### src/rtl/instr_encoder_pkg.sv
// -----------------------------------------------------------------------------
// instr_encoder_pkg
//   Shared PIO definitions for the instruction encoder: opcode constants,
//   instruction-memory geometry, FSM state encoding, the field-beat record and
//   a helper that flags side-set configurations too wide for the 5-bit
//   delay/side-set field.
// -----------------------------------------------------------------------------
package instr_encoder_pkg;

  localparam int IMEM_DEPTH = 32;
  localparam int ADDR_W     = $clog2(IMEM_DEPTH);
  localparam int FIELD_W    = 5;  // shared delay/side-set field, instr[12:8]

  typedef enum logic [2:0] {
    OP_JMP       = 3'd0,
    OP_WAIT      = 3'd1,
    OP_IN        = 3'd2,
    OP_OUT       = 3'd3,
    OP_PUSH_PULL = 3'd4,
    OP_MOV       = 3'd5,
    OP_IRQ       = 3'd6,
    OP_SET       = 3'd7
  } opcode_e;

  typedef enum logic [1:0] {
    ST_IDLE   = 2'd0,
    ST_ACCEPT = 2'd1,
    ST_WRITE  = 2'd2,
    ST_DONE   = 2'd3
  } state_e;

  // One instruction's worth of fields as presented on a beat.
  typedef struct packed {
    opcode_e    op;
    logic [2:0] op1;
    logic [4:0] op2;
    logic [4:0] delay;
    logic [4:0] side_set;
    logic       side_en;
  } beat_t;

  // Side-set data bits plus the optional enable flag must fit in FIELD_W.
  function automatic logic cfg_illegal(input logic [2:0] sideset_bits,
                                       input logic       sideset_enable_bit);
    return ({1'b0, sideset_bits} + {3'b000, sideset_enable_bit}) > 4'(FIELD_W);
  endfunction

endpackage

### src/rtl/instr_encoder_if.sv
// -----------------------------------------------------------------------------
// instr_encoder_if
//   Field-beat channel into the instruction encoder. The master presents the
//   instruction fields with in_valid; the slave (encoder) answers with
//   in_ready. A beat transfers on a clock edge where both are high.
//   Signals: in_valid, in_ready, op, op1, op2, delay, side_set, side_en.
// -----------------------------------------------------------------------------
interface instr_encoder_if;
  logic       in_valid;
  logic       in_ready;
  logic [2:0] op;
  logic [2:0] op1;
  logic [4:0] op2;
  logic [4:0] delay;
  logic [4:0] side_set;
  logic       side_en;

  modport master (
    output in_valid, op, op1, op2, delay, side_set, side_en,
    input  in_ready
  );

  modport slave (
    input  in_valid, op, op1, op2, delay, side_set, side_en,
    output in_ready
  );
endinterface

### src/rtl/instr_pack.sv
// -----------------------------------------------------------------------------
// instr_pack
//   Pure combinational packing of one beat into a 16-bit PIO instruction:
//     word[15:13] = op, word[12:8] = F, word[7:5] = op1, word[4:0] = op2
//   With T = sideset_bits + sideset_enable_bit and D = 5 - T, F holds the
//   side-set group (optional enable flag above the side-set data bits) in its
//   top T bits and the delay in its low D bits. Fields too wide for their slot
//   are truncated and reported on overflow.
// Ports:
//   sideset_bits, sideset_enable_bit  latched side-set configuration
//   beat                              instruction fields
//   word                              packed instruction
//   overflow                          delay or side_set did not fit
// -----------------------------------------------------------------------------
module instr_pack
  import instr_encoder_pkg::*;
(
  input  logic [2:0]  sideset_bits,
  input  logic        sideset_enable_bit,
  input  beat_t       beat,
  output logic [15:0] word,
  output logic        overflow
);

  logic [3:0]         total_bits;
  logic [2:0]         delay_bits;
  logic [5:0]         side_mask;
  logic [4:0]         delay_mask;
  logic [5:0]         side_val;
  logic [FIELD_W-1:0] field;

  // NOTE: every signal driven here gets an unconditional assignment before
  // any conditional update, so no path leaves a value held (no latch).
  always_comb begin
    total_bits = {1'b0, sideset_bits} + {3'b000, sideset_enable_bit};
    // Illegal configurations never reach a write; clamp D to keep shifts sane.
    delay_bits = (total_bits > 4'(FIELD_W)) ? 3'd0 : 3'(4'(FIELD_W) - total_bits);

    // With D = 5 the shift wraps to zero and the subtraction yields all ones,
    // which is exactly the full 5-bit delay mask.
    side_mask  = (6'd1 << sideset_bits) - 6'd1;
    delay_mask = (5'd1 << delay_bits) - 5'd1;

    side_val = {1'b0, beat.side_set} & side_mask;
    if (sideset_enable_bit) begin
      side_val = side_val | (6'(beat.side_en) << sideset_bits);
    end

    field    = 5'(side_val << delay_bits) | (beat.delay & delay_mask);
    overflow = (|(beat.delay & ~delay_mask)) |
               (|({1'b0, beat.side_set} & ~side_mask));
    word     = {beat.op, field, beat.op1, beat.op2};
  end

endmodule

### src/rtl/instr_encoder.sv
// -----------------------------------------------------------------------------
// instr_encoder
//   Loads a program into instruction memory: after start it accepts `length`
//   field beats, packs each into a 16-bit instruction and writes it to
//   (base_addr + index) mod 32, one instruction per two cycles at most.
//   Fields that overflow their slot are truncated and raise sticky err; an
//   impossible side-set configuration raises err and finishes with no writes.
// Ports:
//   clk, reset                        clock, synchronous active-high reset
//   sideset_bits, sideset_enable_bit  side-set configuration (latched on start)
//   start, base_addr, length          program load request (length 0 = 32)
//   bus                               field-beat channel (slave side)
//   imem_we, imem_addr, imem_wdata    instruction-memory write port
//   busy, done, err                   status: not idle, end pulse, sticky error
// -----------------------------------------------------------------------------
module instr_encoder
  import instr_encoder_pkg::*;
(
  input  logic              clk,
  input  logic              reset,
  input  logic [2:0]        sideset_bits,
  input  logic              sideset_enable_bit,
  input  logic              start,
  input  logic [ADDR_W-1:0] base_addr,
  input  logic [5:0]        length,
  instr_encoder_if.slave    bus,
  output logic              imem_we,
  output logic [ADDR_W-1:0] imem_addr,
  output logic [15:0]       imem_wdata,
  output logic              busy,
  output logic              done,
  output logic              err
);

  state_e            state;
  logic [2:0]        cfg_sideset_bits;
  logic              cfg_enable_bit;
  logic [ADDR_W-1:0] base_q;
  logic [ADDR_W-1:0] last_idx;
  logic [ADDR_W-1:0] idx;
  logic              in_ready_q;
  beat_t             beat;
  logic [15:0]       packed_word;
  logic              pack_overflow;

  assign bus.in_ready = in_ready_q;

  always_comb begin
    beat.op       = opcode_e'(bus.op);
    beat.op1      = bus.op1;
    beat.op2      = bus.op2;
    beat.delay    = bus.delay;
    beat.side_set = bus.side_set;
    beat.side_en  = bus.side_en;
  end

  instr_pack u_pack (
    .sideset_bits       (cfg_sideset_bits),
    .sideset_enable_bit (cfg_enable_bit),
    .beat               (beat),
    .word               (packed_word),
    .overflow           (pack_overflow)
  );

  // NOTE: state and registered outputs use non-blocking assignments so every
  // register samples pre-edge values, independent of statement order.
  always_ff @(posedge clk) begin
    if (reset) begin
      state            <= ST_IDLE;
      in_ready_q       <= 1'b0;
      imem_we          <= 1'b0;
      imem_addr        <= '0;
      imem_wdata       <= '0;
      busy             <= 1'b0;
      done             <= 1'b0;
      err              <= 1'b0;
      cfg_sideset_bits <= '0;
      cfg_enable_bit   <= 1'b0;
      base_q           <= '0;
      last_idx         <= '0;
      idx              <= '0;
    end else begin
      case (state)
        ST_IDLE: begin
          if (start) begin
            cfg_sideset_bits <= sideset_bits;
            cfg_enable_bit   <= sideset_enable_bit;
            base_q           <= base_addr;
            // Truncating length-1 to 5 bits maps both 0 and 32 to index 31.
            last_idx         <= ADDR_W'(length - 6'd1);
            idx              <= '0;
            busy             <= 1'b1;
            if (cfg_illegal(sideset_bits, sideset_enable_bit)) begin
              err   <= 1'b1;
              done  <= 1'b1;
              state <= ST_DONE;
            end else begin
              err        <= 1'b0;
              in_ready_q <= 1'b1;
              state      <= ST_ACCEPT;
            end
          end
        end

        ST_ACCEPT: begin
          if (bus.in_valid && in_ready_q) begin
            in_ready_q <= 1'b0;
            imem_we    <= 1'b1;
            imem_addr  <= base_q + idx;  // wraps mod IMEM_DEPTH by width
            imem_wdata <= packed_word;
            if (pack_overflow) begin
              err <= 1'b1;
            end
            state <= ST_WRITE;
          end
        end

        ST_WRITE: begin
          imem_we <= 1'b0;
          idx     <= idx + 1'b1;
          if (idx == last_idx) begin
            done  <= 1'b1;
            state <= ST_DONE;
          end else begin
            in_ready_q <= 1'b1;
            state      <= ST_ACCEPT;
          end
        end

        ST_DONE: begin
          done  <= 1'b0;
          busy  <= 1'b0;
          state <= ST_IDLE;
        end

        default: begin
          state <= ST_IDLE;
        end
      endcase
    end
  end

endmodule

### src/flat_wrapper.sv
// flat-port wrapper written by rule: the top's interface ports become plain ports
module instr_encoder_flat import instr_encoder_pkg::*;
  (clk, reset, sideset_bits, sideset_enable_bit, start, base_addr, length, imem_we, imem_addr, imem_wdata, busy, done, err, bus_in_valid, bus_op, bus_op1, bus_op2, bus_delay, bus_side_set, bus_side_en, bus_in_ready);
  instr_encoder_if bus_i ();
  input  logic clk;
  input  logic reset;
  input  logic [2:0] sideset_bits;
  input  logic sideset_enable_bit;
  input  logic start;
  input  logic [ADDR_W-1:0] base_addr;
  input  logic [5:0] length;
  output logic imem_we;
  output logic [ADDR_W-1:0] imem_addr;
  output logic [15:0] imem_wdata;
  output logic busy;
  output logic done;
  output logic err;
  input wire logic [$bits(bus_i.in_valid)-1:0] bus_in_valid;
  input wire logic [$bits(bus_i.op)-1:0] bus_op;
  input wire logic [$bits(bus_i.op1)-1:0] bus_op1;
  input wire logic [$bits(bus_i.op2)-1:0] bus_op2;
  input wire logic [$bits(bus_i.delay)-1:0] bus_delay;
  input wire logic [$bits(bus_i.side_set)-1:0] bus_side_set;
  input wire logic [$bits(bus_i.side_en)-1:0] bus_side_en;
  output wire logic [$bits(bus_i.in_ready)-1:0] bus_in_ready;
  assign bus_i.in_valid = bus_in_valid;
  assign bus_i.op = bus_op;
  assign bus_i.op1 = bus_op1;
  assign bus_i.op2 = bus_op2;
  assign bus_i.delay = bus_delay;
  assign bus_i.side_set = bus_side_set;
  assign bus_i.side_en = bus_side_en;
  assign bus_in_ready = bus_i.in_ready;
  instr_encoder u_core (.clk(clk), .reset(reset), .sideset_bits(sideset_bits), .sideset_enable_bit(sideset_enable_bit), .start(start), .base_addr(base_addr), .length(length), .bus(bus_i), .imem_we(imem_we), .imem_addr(imem_addr), .imem_wdata(imem_wdata), .busy(busy), .done(done), .err(err));
endmodule
### config.mk
export PLATFORM = sky130hd
export DESIGN_NAME = instr_encoder_flat
export DESIGN_NICKNAME = d
export VERILOG_FILES = /design/src/rtl/instr_encoder_pkg.sv /design/src/rtl/instr_encoder_if.sv /design/src/rtl/instr_pack.sv /design/src/rtl/instr_encoder.sv /design/src/flat_wrapper.sv
export SDC_FILE = /design/constraint.sdc
export NUM_CORES = 1
export LEC_CHECK = 0
export BUFFER_PORTS_ARGS = -buffer_cell sky130_fd_sc_hd__buf_2
export CAP_MARGIN = 20
export CORE_MARGIN = 5
export CORE_UTILIZATION = 45
export CTS_CLUSTER_SIZE = 14
export DETAILED_ROUTE_END_ITERATION = 12
export PLACE_DENSITY = 0.79
export SYNTH_ARGS = -nofsm -noshare
export SYNTH_HDL_FRONTEND = slang
export SYNTH_HIERARCHICAL = 1
export SYNTH_SLANG_ARGS = --single-unit
export TNS_END_PERCENT = 100
### constraint.sdc
create_clock -name clk -period 4.14 [get_ports clk]
set_input_delay 0.828 -clock clk [delete_from_list [all_inputs] [get_ports clk]]
set_output_delay 0.828 -clock clk [all_outputs]
set_load 0.05 [all_outputs]
==> key figures <==
Outcome
  – Run status: complete, no violations

Routing
  – Vias: 2365
  – Via density per instance: 5.13
  – DRC Markers: 0
  – WL final: 5.94 mm
  – DR iter-0 viols: 106
  – DR pass1 iterations: 4
  – Routed length per placed instance: 12.9 um
  – Antenna-violating nets left: 0

Critical path
  – Crit Path Category: reg -> reg
  – Max FO, Critical Path: 11
  – Worst r2r src: u_core/cfg_sideset_bits[0]
  – Crit path from: u_core/cfg_sideset_bits[0]
  – Worst Path Arrival: 3.70 ns
  – Critical path cell sequence: ha_1 -> ha_1 -> a221oi_2 -> nand2_1 -> ha_1 -> nor3b_1 -> a31oi_1 -> o311ai_1 -> or2_2 -> nand4_1 -> nand4_1 -> a21oi_1 -> o22ai_1 -> nor2_1
  – Slowest stage delay, CP: 0.60 ns
  – Element type at the critical path start: flop
  – Buffers & Inverters on Critical Path: 0
  – Crit path max-delay family: compound AO/OA/AOI/OAI gates
  – Worst path slowest cell: a221oi_2
  – Req. time, crit path: 4.37 ns
  – Crit. End Element: flop
  – CP most frequent cell: ha_1

Power
  – Pint: 0.683 mW
  – Switch share: 31.5%
  – Clock share of power: 26.2%
  – Combinational fraction of design power: 23.6%
  – Switching Power: 0.314 mW
  – Seq pwr share: 50.2%
  – Leak pwr: 1.31 nW
  – Pwr dens: 330 nW/um2
  – Worst vdd ir: 140 uV

Clock tree
  – Clk sinks: 47
  – CTS tree: yes
  – Buffer depth of the longest clock path: 2
  – # hold bufs at CTS: 0
  – Clock Latency Late Sink: 0.29 ns
  – Clock-pin slew on the worst setup and hold paths: 0.08 ns
  – Num CTS Buffers: 5
  – Root buffer selected by CTS: clkbuf_8
  – PostCTS Resize Cnt: 0
  – Post-CTS setup buffer count: 0
  – Htree depth: 2

Floorplanning
  – DIE AREA: 7650 um2
  – DIE WIDTH: 87.5 um
  – # rows: 28
  – Core Footprint: 5890 um2
  – Initial Util: 45.9%
  – Die Span Y: 87.5 um
  – Boundary Pins: 67

Finish
  – Register area: 941 um2
  – Area delta synth->final: 12.0%
  – Area occupied by multi-input gates: 1520 um2
  – Layout cells sized above 1: 21.8%
  – Antenna Cells: 0
  – Net count, final: 439
  – Fill cell count: 592

STA
  – Setup TNS: 0 ns
  – F_max: 288 MHz
  – Slew headroom: 35.9%
  – Hold_ws: 0.453 ns
  – Max-slew violation count: 0
  – Worst Tran Pin Value: 0.956 ns
  – Final Hold Viols: 0
  – Setup ws final: 0.666 ns
  – Unrepaired setup endpoints after global routing: false
  – Clk_skew: 0.00648 ns
  – # setup viols final: 0
  – Tmin final: 3.47 ns
  – Period utilization: 83.9%

Synthesis
  – Average size of a mapped cell: 7.87 um2
  – Async SR Flop Fraction: 0%
  – Yosys Warn Count: 6
  – Most frequent cell after synthesis: nand2_1
  – Syn nets: 397
  – Top cells by count, synth: nand2_1, dfxtp_1, a21oi_1
  – Yosys top cell area share: 34.8%
  – Number of enable flip-flop cells after synthesis: 0
  – Synth Instances: 343
  – Netlist Area Pre-Place: 2700 um2
  – Cell variety after synth: 56
  – Main synth FF type: dfxtp_1
  – Synth Register Bits: 47
  – Register area share after synthesis: 34.8%
  – Synth area leader: dfxtp_1
  – Top cells by area, synth: dfxtp_1, nand2_1, a21oi_1, ha_1, buf_4

Job
  – Max-cap violations: 0

Placed design
  – Input/output buffers: 65
  – Pre-CTS setup slack: 0.723 ns
  – Gpl congestion: 0.831
  – Post-DP HPWL: 4.43 mm

Min path
  – Hold_sp: u_core/imem_wdata[14]
  – HP Class: reg -> reg

Global routing
  – GRT overflow: 0
  – Largest net degree at the start of global routing: 52
  – First-pass GRT wire length: 9.87 mm
  – Initial antenna violation count: 0
  – Overall Global Routing Usage: 15.8%
  – Vias in the first global route: 2253
## worst min-delay path, delay by kind of cell (launching register included)
kind | cells | cell delay (ns)
compound gates | 1 | 0.05
simple gates | 1 | 0.05
flops | 1 | 0.31
## final timing paths
path         slack [ns]                     to  depth (start not counted)
min                0.45  u_core/imem_wdata[14]                          2
max reg2reg        0.67             u_core/err                         14
min reg2reg        0.45  u_core/imem_wdata[14]                          2
max                0.67             u_core/err                         14
## metal layers
metal | global-route usage (%) | up-vias | routed length (um)
li1 | - | 1253 | -
met1 | 20.4 | 1073 | 2810
met2 | 27.2 | 37 | 2880
met3 | 3.31 | 2 | 247
met4 | 2.93 | 0 | 8
met5 | 0 | - | 0
## registers in the layout, summed over array words and instances, names as in the netlist, 2 cells and up
register	flops
u_core/state	2
u_core/imem_wdata	16
u_core/cfg_sideset_bits	3
u_core/last_idx	5
u_core/base_q	5
u_core/idx	5
u_core/imem_addr	5
## logic make-up after synthesis
group / Yosys count / synth area share [%]
compound gates: 84 / 20.6
xor+xnor: 13 / 4.22
mux: 5 / 1.95
fa+ha+maj: 13 / 6.30
simple gates: 134 / 23.1
flops: 47 / 34.8
buf+inv: 47 / 9.04
## power by group through the flow
stage	combinational [mW]	sequential (mW)	clock, mW
after floorplan	0.163	0.531	0
after global placement	0.230	0.510	0
after detailed placement	0.234	0.511	0
after CTS	0.236	0.500	0.276
after global routing	0.262	0.505	0.289
final	0.235	0.500	0.261
## placed cells by master (no fill, tap or decap), types with 2 or more instances in the layout
master,netlist,final
nand2_1,71,71
buf_2,6,65
dfxtp_1,47,47
a21oi_1,42,42
nor2_1,20,20
inv_1,16,16
ha_1,12,12
a211oi_1,7,7
xor2_1,7,7
nand3_1,6,6
nand2b_1,6,6
xnor2_1,6,6
clkbuf_8,0,5
nor2b_1,6,5
o21ai_0,5,5
nand4_1,4,4
a21o_1,3,3
mux2i_1,3,3
and3_1,3,3
clkbuf_1,10,2
o21bai_1,2,2
nor2_2,2,2
or3b_1,2,2
a31oi_1,2,2
mux2_2,2,2
a22oi_1,2,2
nor4_1,2,2
o31ai_1,2,2
a221oi_2,2,2
a311oi_1,2,2
or2_2,2,2
a32oi_1,2,2
o21ai_1,2,2
nor3b_1,2,2
## per-stage QoR
step | util, % | instance area (um2) | power, mW | instances
floorplan | - | 2700 | 0.694 | 343
global placement | 50.0 | 2940 | 0.740 | 453
detailed placement | 50.0 | 2940 | 0.745 | 453
CTS | 51.4 | 3020 | 1.01 | 461
global route | 51.4 | 3020 | 1.06 | 461
finish | 51.4 | 3020 | 0.997 | 461
## layout make-up
cell class / count / area share, %
sequential: 47 / 31.1
multi-input combinational: 249 / 50.2
clock buffer: 7 / 2.52
timing repair buffer: 65 / 10.8
inverter: 17 / 2.11
clock inverter: 1 / 0.166
tap: 75 / 3.10
Note: power is estimated with default switching activity, not from simulation.
